File: src/rtl/multi_cycle_comp_if.sv
// Request/result handshake bundle for multi_cycle_comp.
// The master side issues operands and accepts results; the slave side is the comparator.
interface multi_cycle_comp_if #(
    parameter int unsigned WIDTH = 32,
    parameter int unsigned CHUNK = 4
);
    localparam int unsigned NCHUNK = WIDTH / CHUNK;
    localparam int unsigned CW     = $clog2(NCHUNK + 1);

    logic             in_valid;
    logic             in_ready;
    logic [WIDTH-1:0] in_a;
    logic [WIDTH-1:0] in_b;
    logic             in_signed;
    logic             out_valid;
    logic             out_ready;
    logic             eq;
    logic             lt;
    logic             gt;
    logic [CW-1:0]    out_chunks;

    modport master (
        output in_valid, in_a, in_b, in_signed, out_ready,
        input  in_ready, out_valid, eq, lt, gt, out_chunks
    );

    modport slave (
        input  in_valid, in_a, in_b, in_signed, out_ready,
        output in_ready, out_valid, eq, lt, gt, out_chunks
    );
endinterface

File: src/rtl/multi_cycle_comp.sv
// Sequential magnitude comparator: one CHUNK-bit slice per cycle, MSB slice first,
// stopping at the first unequal slice. Signed mode is reduced to unsigned by flipping the MSB.
module multi_cycle_comp #(
    parameter int unsigned WIDTH = 32,
    parameter int unsigned CHUNK = 4
) (
    input logic               clk,
    input logic               rst,
    multi_cycle_comp_if.slave bus
);
    localparam int unsigned NCHUNK = WIDTH / CHUNK;
    localparam int unsigned CW     = $clog2(NCHUNK + 1);
    localparam int unsigned IW     = (NCHUNK > 1) ? $clog2(NCHUNK) : 1;

    typedef enum logic [1:0] {StIdle, StRun, StDone} state_t;

    state_t           r_state, w_state_next;
    logic [WIDTH-1:0] r_a, w_a_next;
    logic [WIDTH-1:0] r_b, w_b_next;
    logic [IW-1:0]    r_idx, w_idx_next;
    logic [CW-1:0]    r_count, w_count_next;
    logic             r_eq, w_eq_next;
    logic             r_lt, w_lt_next;
    logic             r_gt, w_gt_next;

    logic [CHUNK-1:0] w_slice_a;
    logic [CHUNK-1:0] w_slice_b;
    logic [WIDTH-1:0] w_sign_mask;
    logic             w_out_valid;

    // Operands are shifted left as slices retire, so the active slice is always on top.
    assign w_slice_a   = r_a[WIDTH-1 -: CHUNK];
    assign w_slice_b   = r_b[WIDTH-1 -: CHUNK];
    assign w_sign_mask = WIDTH'(bus.in_signed) << (WIDTH - 1);

    always_comb begin
        w_state_next = r_state;
        w_a_next     = r_a;
        w_b_next     = r_b;
        w_idx_next   = r_idx;
        w_count_next = r_count;
        w_eq_next    = r_eq;
        w_lt_next    = r_lt;
        w_gt_next    = r_gt;

        unique case (r_state)
            StIdle: begin
                if (bus.in_valid) begin
                    w_a_next     = bus.in_a ^ w_sign_mask;
                    w_b_next     = bus.in_b ^ w_sign_mask;
                    w_idx_next   = IW'(NCHUNK - 1);
                    w_count_next = '0;
                    w_eq_next    = 1'b0;
                    w_lt_next    = 1'b0;
                    w_gt_next    = 1'b0;
                    w_state_next = StRun;
                end
            end
            StRun: begin
                w_count_next = r_count + CW'(1);
                if (w_slice_a != w_slice_b) begin
                    w_lt_next    = (w_slice_a < w_slice_b);
                    w_gt_next    = (w_slice_a > w_slice_b);
                    w_state_next = StDone;
                end else if (r_idx == '0) begin
                    w_eq_next    = 1'b1;
                    w_state_next = StDone;
                end else begin
                    w_idx_next = r_idx - IW'(1);
                    w_a_next   = r_a << CHUNK;
                    w_b_next   = r_b << CHUNK;
                end
            end
            StDone: begin
                if (bus.out_ready) begin
                    w_eq_next    = 1'b0;
                    w_lt_next    = 1'b0;
                    w_gt_next    = 1'b0;
                    w_count_next = '0;
                    w_state_next = StIdle;
                end
            end
            default: begin
                w_state_next = StIdle;
            end
        endcase
    end

    always_ff @(posedge clk or posedge rst) begin
        if (rst) begin
            r_state <= StIdle;
            r_a     <= '0;
            r_b     <= '0;
            r_idx   <= '0;
            r_count <= '0;
            r_eq    <= 1'b0;
            r_lt    <= 1'b0;
            r_gt    <= 1'b0;
        end else begin
            r_state <= w_state_next;
            r_a     <= w_a_next;
            r_b     <= w_b_next;
            r_idx   <= w_idx_next;
            r_count <= w_count_next;
            r_eq    <= w_eq_next;
            r_lt    <= w_lt_next;
            r_gt    <= w_gt_next;
        end
    end

    assign w_out_valid    = (r_state == StDone);
    assign bus.in_ready   = (r_state == StIdle) & ~rst;
    assign bus.out_valid  = w_out_valid;
    assign bus.eq         = r_eq & w_out_valid;
    assign bus.lt         = r_lt & w_out_valid;
    assign bus.gt         = r_gt & w_out_valid;
    assign bus.out_chunks = w_out_valid ? r_count : '0;
endmodule
File: src/flat_wrapper.sv
// flat-port wrapper written by rule: the top's interface ports become plain ports
module multi_cycle_comp_flat 
#(
    parameter int unsigned WIDTH = 32,
    parameter int unsigned CHUNK = 4
)
  (clk, rst, bus_in_valid, bus_in_a, bus_in_b, bus_in_signed, bus_out_ready, bus_in_ready, bus_out_valid, bus_eq, bus_lt, bus_gt, bus_out_chunks);
  multi_cycle_comp_if #(.WIDTH(WIDTH), .CHUNK(CHUNK)) bus_i ();
  input logic clk;
  input logic rst;
  input wire logic [$bits(bus_i.in_valid)-1:0] bus_in_valid;
  input wire logic [$bits(bus_i.in_a)-1:0] bus_in_a;
  input wire logic [$bits(bus_i.in_b)-1:0] bus_in_b;
  input wire logic [$bits(bus_i.in_signed)-1:0] bus_in_signed;
  input wire logic [$bits(bus_i.out_ready)-1:0] bus_out_ready;
  output wire logic [$bits(bus_i.in_ready)-1:0] bus_in_ready;
  output wire logic [$bits(bus_i.out_valid)-1:0] bus_out_valid;
  output wire logic [$bits(bus_i.eq)-1:0] bus_eq;
  output wire logic [$bits(bus_i.lt)-1:0] bus_lt;
  output wire logic [$bits(bus_i.gt)-1:0] bus_gt;
  output wire logic [$bits(bus_i.out_chunks)-1:0] bus_out_chunks;
  assign bus_i.in_valid = bus_in_valid;
  assign bus_i.in_a = bus_in_a;
  assign bus_i.in_b = bus_in_b;
  assign bus_i.in_signed = bus_in_signed;
  assign bus_i.out_ready = bus_out_ready;
  assign bus_in_ready = bus_i.in_ready;
  assign bus_out_valid = bus_i.out_valid;
  assign bus_eq = bus_i.eq;
  assign bus_lt = bus_i.lt;
  assign bus_gt = bus_i.gt;
  assign bus_out_chunks = bus_i.out_chunks;
  multi_cycle_comp #(.WIDTH(WIDTH), .CHUNK(CHUNK)) u_core (.clk(clk), .rst(rst), .bus(bus_i));
endmodule
File: config.mk
export PLATFORM = sky130hd
export DESIGN_NAME = multi_cycle_comp_flat
export DESIGN_NICKNAME = d
export VERILOG_FILES = /design/src/rtl/multi_cycle_comp_if.sv /design/src/rtl/multi_cycle_comp.sv /design/src/flat_wrapper.sv
export SDC_FILE = /design/constraint.sdc
export NUM_CORES = 1
export LEC_CHECK = 0
export ABC_AREA = 1
export CORE_MARGIN = 4
export CORE_UTILIZATION = 40
export DETAILED_ROUTE_END_ITERATION = 8
export DONT_BUFFER_PORTS = 1
export HOLD_SLACK_MARGIN = 0.08
export SETUP_SLACK_MARGIN = 0.1
export SLEW_MARGIN = 20
export SYNTH_ARGS = -nofsm -noshare
export SYNTH_HDL_FRONTEND = slang
export SYNTH_SLANG_ARGS = --single-unit
File: constraint.sdc
create_clock -name clk -period 3.3 [get_ports clk]
set_input_delay 0.99 -clock clk [delete_from_list [all_inputs] [get_ports clk]]
set_output_delay 0.99 -clock clk [all_outputs]
set_load 0.05 [all_outputs]
Yosys cells after proc, flatten, opt, wreduce, memory -nomap -nowiden
Index checks and enable logic that the tools add are counted.
- bits in registers: 76
- input bits: 69
- word-level logic and storage cells: 68
- bitwise operators: 7
- add/sub/neg operators: 2
- equality and inequality tests: 10
- $lt $le $gt $ge: 2
- reductions and logical operators: 9
- muxes and demuxes: 30
- operators by type and width (operator ; count):
    32-bit 2-to-1 mux ; 6
    32-bit case mux with 2 select lines ; 2
    32-bit bitwise XOR ; 2
    4-bit 2-to-1 mux ; 3
    4-bit case mux with 3 select lines ; 1
    3-bit 2-to-1 mux ; 3
    1-bit case mux with 3 select lines ; 3
    2-bit 2-to-1 mux ; 4
    2-bit inequality test, second input constant ; 4
    4-bit AND reduction ; 2
    1-bit 2-to-1 mux ; 6
    2-bit case mux with 3 select lines ; 1
    3-bit case mux with 2 select lines ; 1
    3-bit AND reduction ; 2
    5-bit AND reduction ; 1
    4-bit by 1-bit adder with 4-bit output, second input constant ; 1
    1-bit bitwise AND ; 4
    4-bit greater-than comparator ; 1
    4-bit < comparator ; 1
    2-bit by 1-bit inequality test with 1-bit output, second input constant ; 2
    4-bit inequality test ; 1
    3-bit zero test ; 1
    3-bit by 1-bit inequality test with 1-bit output, second input constant ; 1
    3-bit nonzero test ; 1
    other kinds (6) ; 6

Longest topological paths before layout
- depth in word-level cells: 4
- gate-level depth with buffers: 12

Worst setup path before layout
Ideal clock, no wire load.
- kind: register to output
- from: register u_core.r_state[1]
- to: output bus_eq
- stages on the path, launching flop included: 5
- slack: 0.100 ns
- arrival: 2.210 ns
- required time: 2.310 ns
- cells stage by stage: dfrtp_1 inv_2 nor2_1 inv_1 nor2_1
- longest elaborated chain between the ends: 2
- RTL lines (what ; RTL line ; RTL):
    start: declaration ; multi_cycle_comp.sv:17 ; state_t r_state, w_state_next;
    start signal: assignment ; multi_cycle_comp.sv:91 ; r_state <= StIdle;
    start signal: assignment ; multi_cycle_comp.sv:100 ; r_state <= w_state_next;
    2-bit == test ; multi_cycle_comp.sv:111 ; assign w_out_valid = (r_state == StDone);
    via bus_out_valid ; flat_wrapper.sv:17 ; output wire logic [$bits(bus_i.out_valid)-1:0] bus_out_valid;
    1-bit bitwise AND ; multi_cycle_comp.sv:114 ; assign bus.eq = r_eq & w_out_valid;
    end: declaration ; flat_wrapper.sv:18 ; output wire logic [$bits(bus_i.eq)-1:0] bus_eq;
The timed path passes the listed nets, and every way through them passes these cells.

Worst setup path in the final report
- from: register u_core.r_state[1]
- to: output bus_out_chunks[3]
- longest elaborated chain between the ends: 2
- RTL lines (what ; RTL line ; RTL):
    2-bit == test ; multi_cycle_comp.sv:111 ;
    4-bit 2-to-1 mux ; multi_cycle_comp.sv:117 ; assign bus.out_chunks = w_out_valid ? r_count : '0;
    end: declaration ; flat_wrapper.sv:21 ; output wire logic [$bits(bus_i.out_chunks)-1:0] bus_out_chunks;
Every way passes these cells.

==> flow_summary.yaml <==
clocking:
  clk_latency_ps: 340
  cts_num_sinks: 76
  numCtsBuffers: 9
  clk_pin_slew_ps: 80
  clock_path_buffers: 2
  post_cts_buffers: 0
  postCtsHoldBufs: 0
  ctsResizeCount: 0
  root_buffer: "clkbuf_8"
  cts_tree: "done"
  htreeDepth: 3
final_layout:
  fin_util_pct: 45.34
  final_cell_mix: "370 x nand2_1, 76 x dfrtp_1, 26 x inv_1"
  fillers: 1016
  layout_commonest_cell: "nand2_1"
  postLayoutCellArea_sq_mm: 0.004249
  seq_area_sq_mm: 0.001902
  fin_cells: 699
  drive_gt1_share_pct: 6.667
  synthToLayoutAreaGrowth_pct: 8.325
  multiInputGateArea_sq_mm: 0.001774
  fin_nets: 644
  antenna_cells: 0
floorplan:
  start_util_pct: 41.86
  row_count: 35
  dieArea_sq_mm: 0.01145
  dieWidth_um: 107.0
  io_pins: 78
  coreArea_sq_mm: 0.009371
  die_h_um: 107.0
place:
  place_hpwl_um: 5763
  port-buffer-count: 0
  globalplace.congestion: 0.7684
  dpl_cell_area_sq_mm: 0.004071
  dp.cells: 686
grt:
  track_usage_pct: 15.77
  grt_pass1_vias: 3139
  grt_max_degree: 68
  overflow: 0
  use_met3_pct: 4.997
  antenna_found_initial: 0
  met1_usage_pct: 20.27
  met2_usage_pct: 25.87
  grt_pass1_wl_um: 14460
  busiest_layer: "met2"
routing:
  route.detailed.drc: 0
  wl_per_cell_um: 12.42
  drt-total-wl_um: 8680
  drtAntennaViolNets: 0
  dr.pass1.iters: 5
  drtIter0Drc: 149
  vias: 3237
  vias_per_cell: 4.631
run_status:
  outcome: "completed"
critical_path:
  worst_ep_arrival_time_ps: 1710
  startpoint_type: "register"
  critPathMaxFanout: 7
  crit_slowest_cell: "dfrtp_1"
  cpPeakStageDelay_ps: 480
  cp_cell_sequence: "inv_2 > nor2_1 > buf_4 > inv_1 > nor2_1 > buf_4"
  end_kind: "output port"
  crit_required_ps: 2310
  path_class: "register to output port"
synth:
  netlist_instances: 567
  syn-num-nets: 643
  yosysSeqAreaShare_pct: 48.48
  synth_edf_count: 0
  yosysWarnings: 0
  ys_top_cells_by_area: "dfrtp_1 48%, nand2_1 36%, inv_1 2.6%, ha_1 2.2%, nand3_1 2.0%"
  synth_ff_type: "dfrtp_1"
  syn_area_sq_mm: 0.003923
  async_reset_ff_share_pct: 100.0
  ys_types: 21
  avgSynthCellArea_sq_um: 6.918
  synth-seq-cells: 76
  yosysTopAreaCell: "dfrtp_1"
  netlist.area_leader.share_pct: 48.48
power_and_ir_drop:
  power.density_mw_per_mm2: 982.5
  power.ir.vdd_worst_v: 0.0006670
  power.leakage_uw: 0.002469
timing:
  finalCritPeriodShare_pct: 81.75
  tightestPinTransition_ps: 705.6
  fin_crit_ps: 2698
  max_freq_ghz: 0.3707
  tns_ps: 0
  relSlewSlack_pct: 52.96
  final-hold-violation-count: 0
  setup-violations-final: 0
  grt_setup_unrepaired: "false"
  slew_violations: 0
  skew_ps: 12.73
hold_path:
  hold_path_class: "register to register"
run:
  cap_violations: 0
==> final timing paths <==
| path | from | to | slack (ps) | depth (start not counted) |
|---|---|---|---|---|
| min in group asynchronous | rst | u_core.r_a[2]$_DFFE_PP0P_ | 540 | 1 |
| max | u_core.r_state[1]$_DFFE_PP0P_ | bus_out_chunks[3] | 600 | 6 |
| max in group asynchronous | rst | u_core.r_b[6]$_DFFE_PP0P_ | 2050 | 2 |
| min | u_core.r_b[0]$_DFFE_PP0P_ | u_core.r_b[0]$_DFFE_PP0P_ | 480 | 2 |
| max reg2reg | u_core.r_b[31]$_DFFE_PP0P_ | u_core.r_a[4]$_DFFE_PP0P_ | 1080 | 11 |
| min reg2reg | u_core.r_b[0]$_DFFE_PP0P_ | u_core.r_b[0]$_DFFE_PP0P_ | 480 | 2 |
==> critical path, delay by kind of cell (launching register included) <==
kind | cells | cell delay, ps
buffers and inverters | 4 | 660
DFF | 1 | 480
and+or+nand+nor | 2 | 230
==> power by group <==
group          switching, uW  total (uW)  internal [uW]
logic                   1320        1920            599
registers                223        1580           1350
clock network            320         676            355
==> cell usage after synthesis (2+ instances only) <==
cell	n
dfrtp_1	76
nand2_1	371
o21ai_0	5
nor2_4	2
nand3_1	16
clkbuf_1	11
ha_1	7
inv_2	3
buf_4	8
a31oi_1	2
a21oi_1	4
xor2_1	2
inv_1	27
buf_2	7
nor2_1	20
==> layer usage <==
metal	wire length (um)	share of wire, %	up-vias
li1	-	-	1698
met1	4100	47	1465
met2	3981	46	67
met3	528	6.1	7
met4	70	0.81	0
met5	0	0	-
==> metrics by stage <==
step / hold slack [ps] / setup WS [ps] / power [uW]
floorplan: 441.2 / 100.4 / 3159
global placement: 458.3 / 1028 / 3503
detailed placement: 461.2 / 979.9 / 3547
CTS: 482.6 / 572.0 / 4246
global route: 496.8 / 375.8 / 4636
finish: 479.4 / 602.3 / 4175
==> final cells by class <==
type                            count  area share [%]
Clock buffer                       10           3.239
Clock inverter                      3          0.9423
Inverter                           30           2.680
Multi-Input combinational cell    435           41.75
Sequential cell                    76           44.76
Tap cell                          129           3.799
Timing Repair Buffer               16           2.827
==> state kept, by name, indices dropped and copies added (netlist names) <==
| register | flops |
|---|---|
| u_core.r_lt | 1 |
| u_core.r_b | 32 |
| u_core.r_count | 4 |
| u_core.r_idx | 3 |
| u_core.r_gt | 1 |
| u_core.r_eq | 1 |
| u_core.r_a | 32 |
| u_core.r_state | 2 |
==> kinds of logic (layout without fill, tap and decap cells) <==
| family | after synthesis | count (layout) | synth area share (%) |
|---|---|---|---|
| XOR/XNOR | 2 | 2 | 0.4467 |
| AND/OR/NAND/NOR | 411 | 411 | 40.35 |
| flip-flops | 76 | 76 | 48.48 |
| AO/OA/AOI/OAI | 15 | 15 | 2.137 |
| buffers and inverters | 56 | 59 | 6.348 |
| adder cells (fa/ha/maj) | 7 | 7 | 2.233 |
Note: power is estimated with default switching activity, not from simulation.
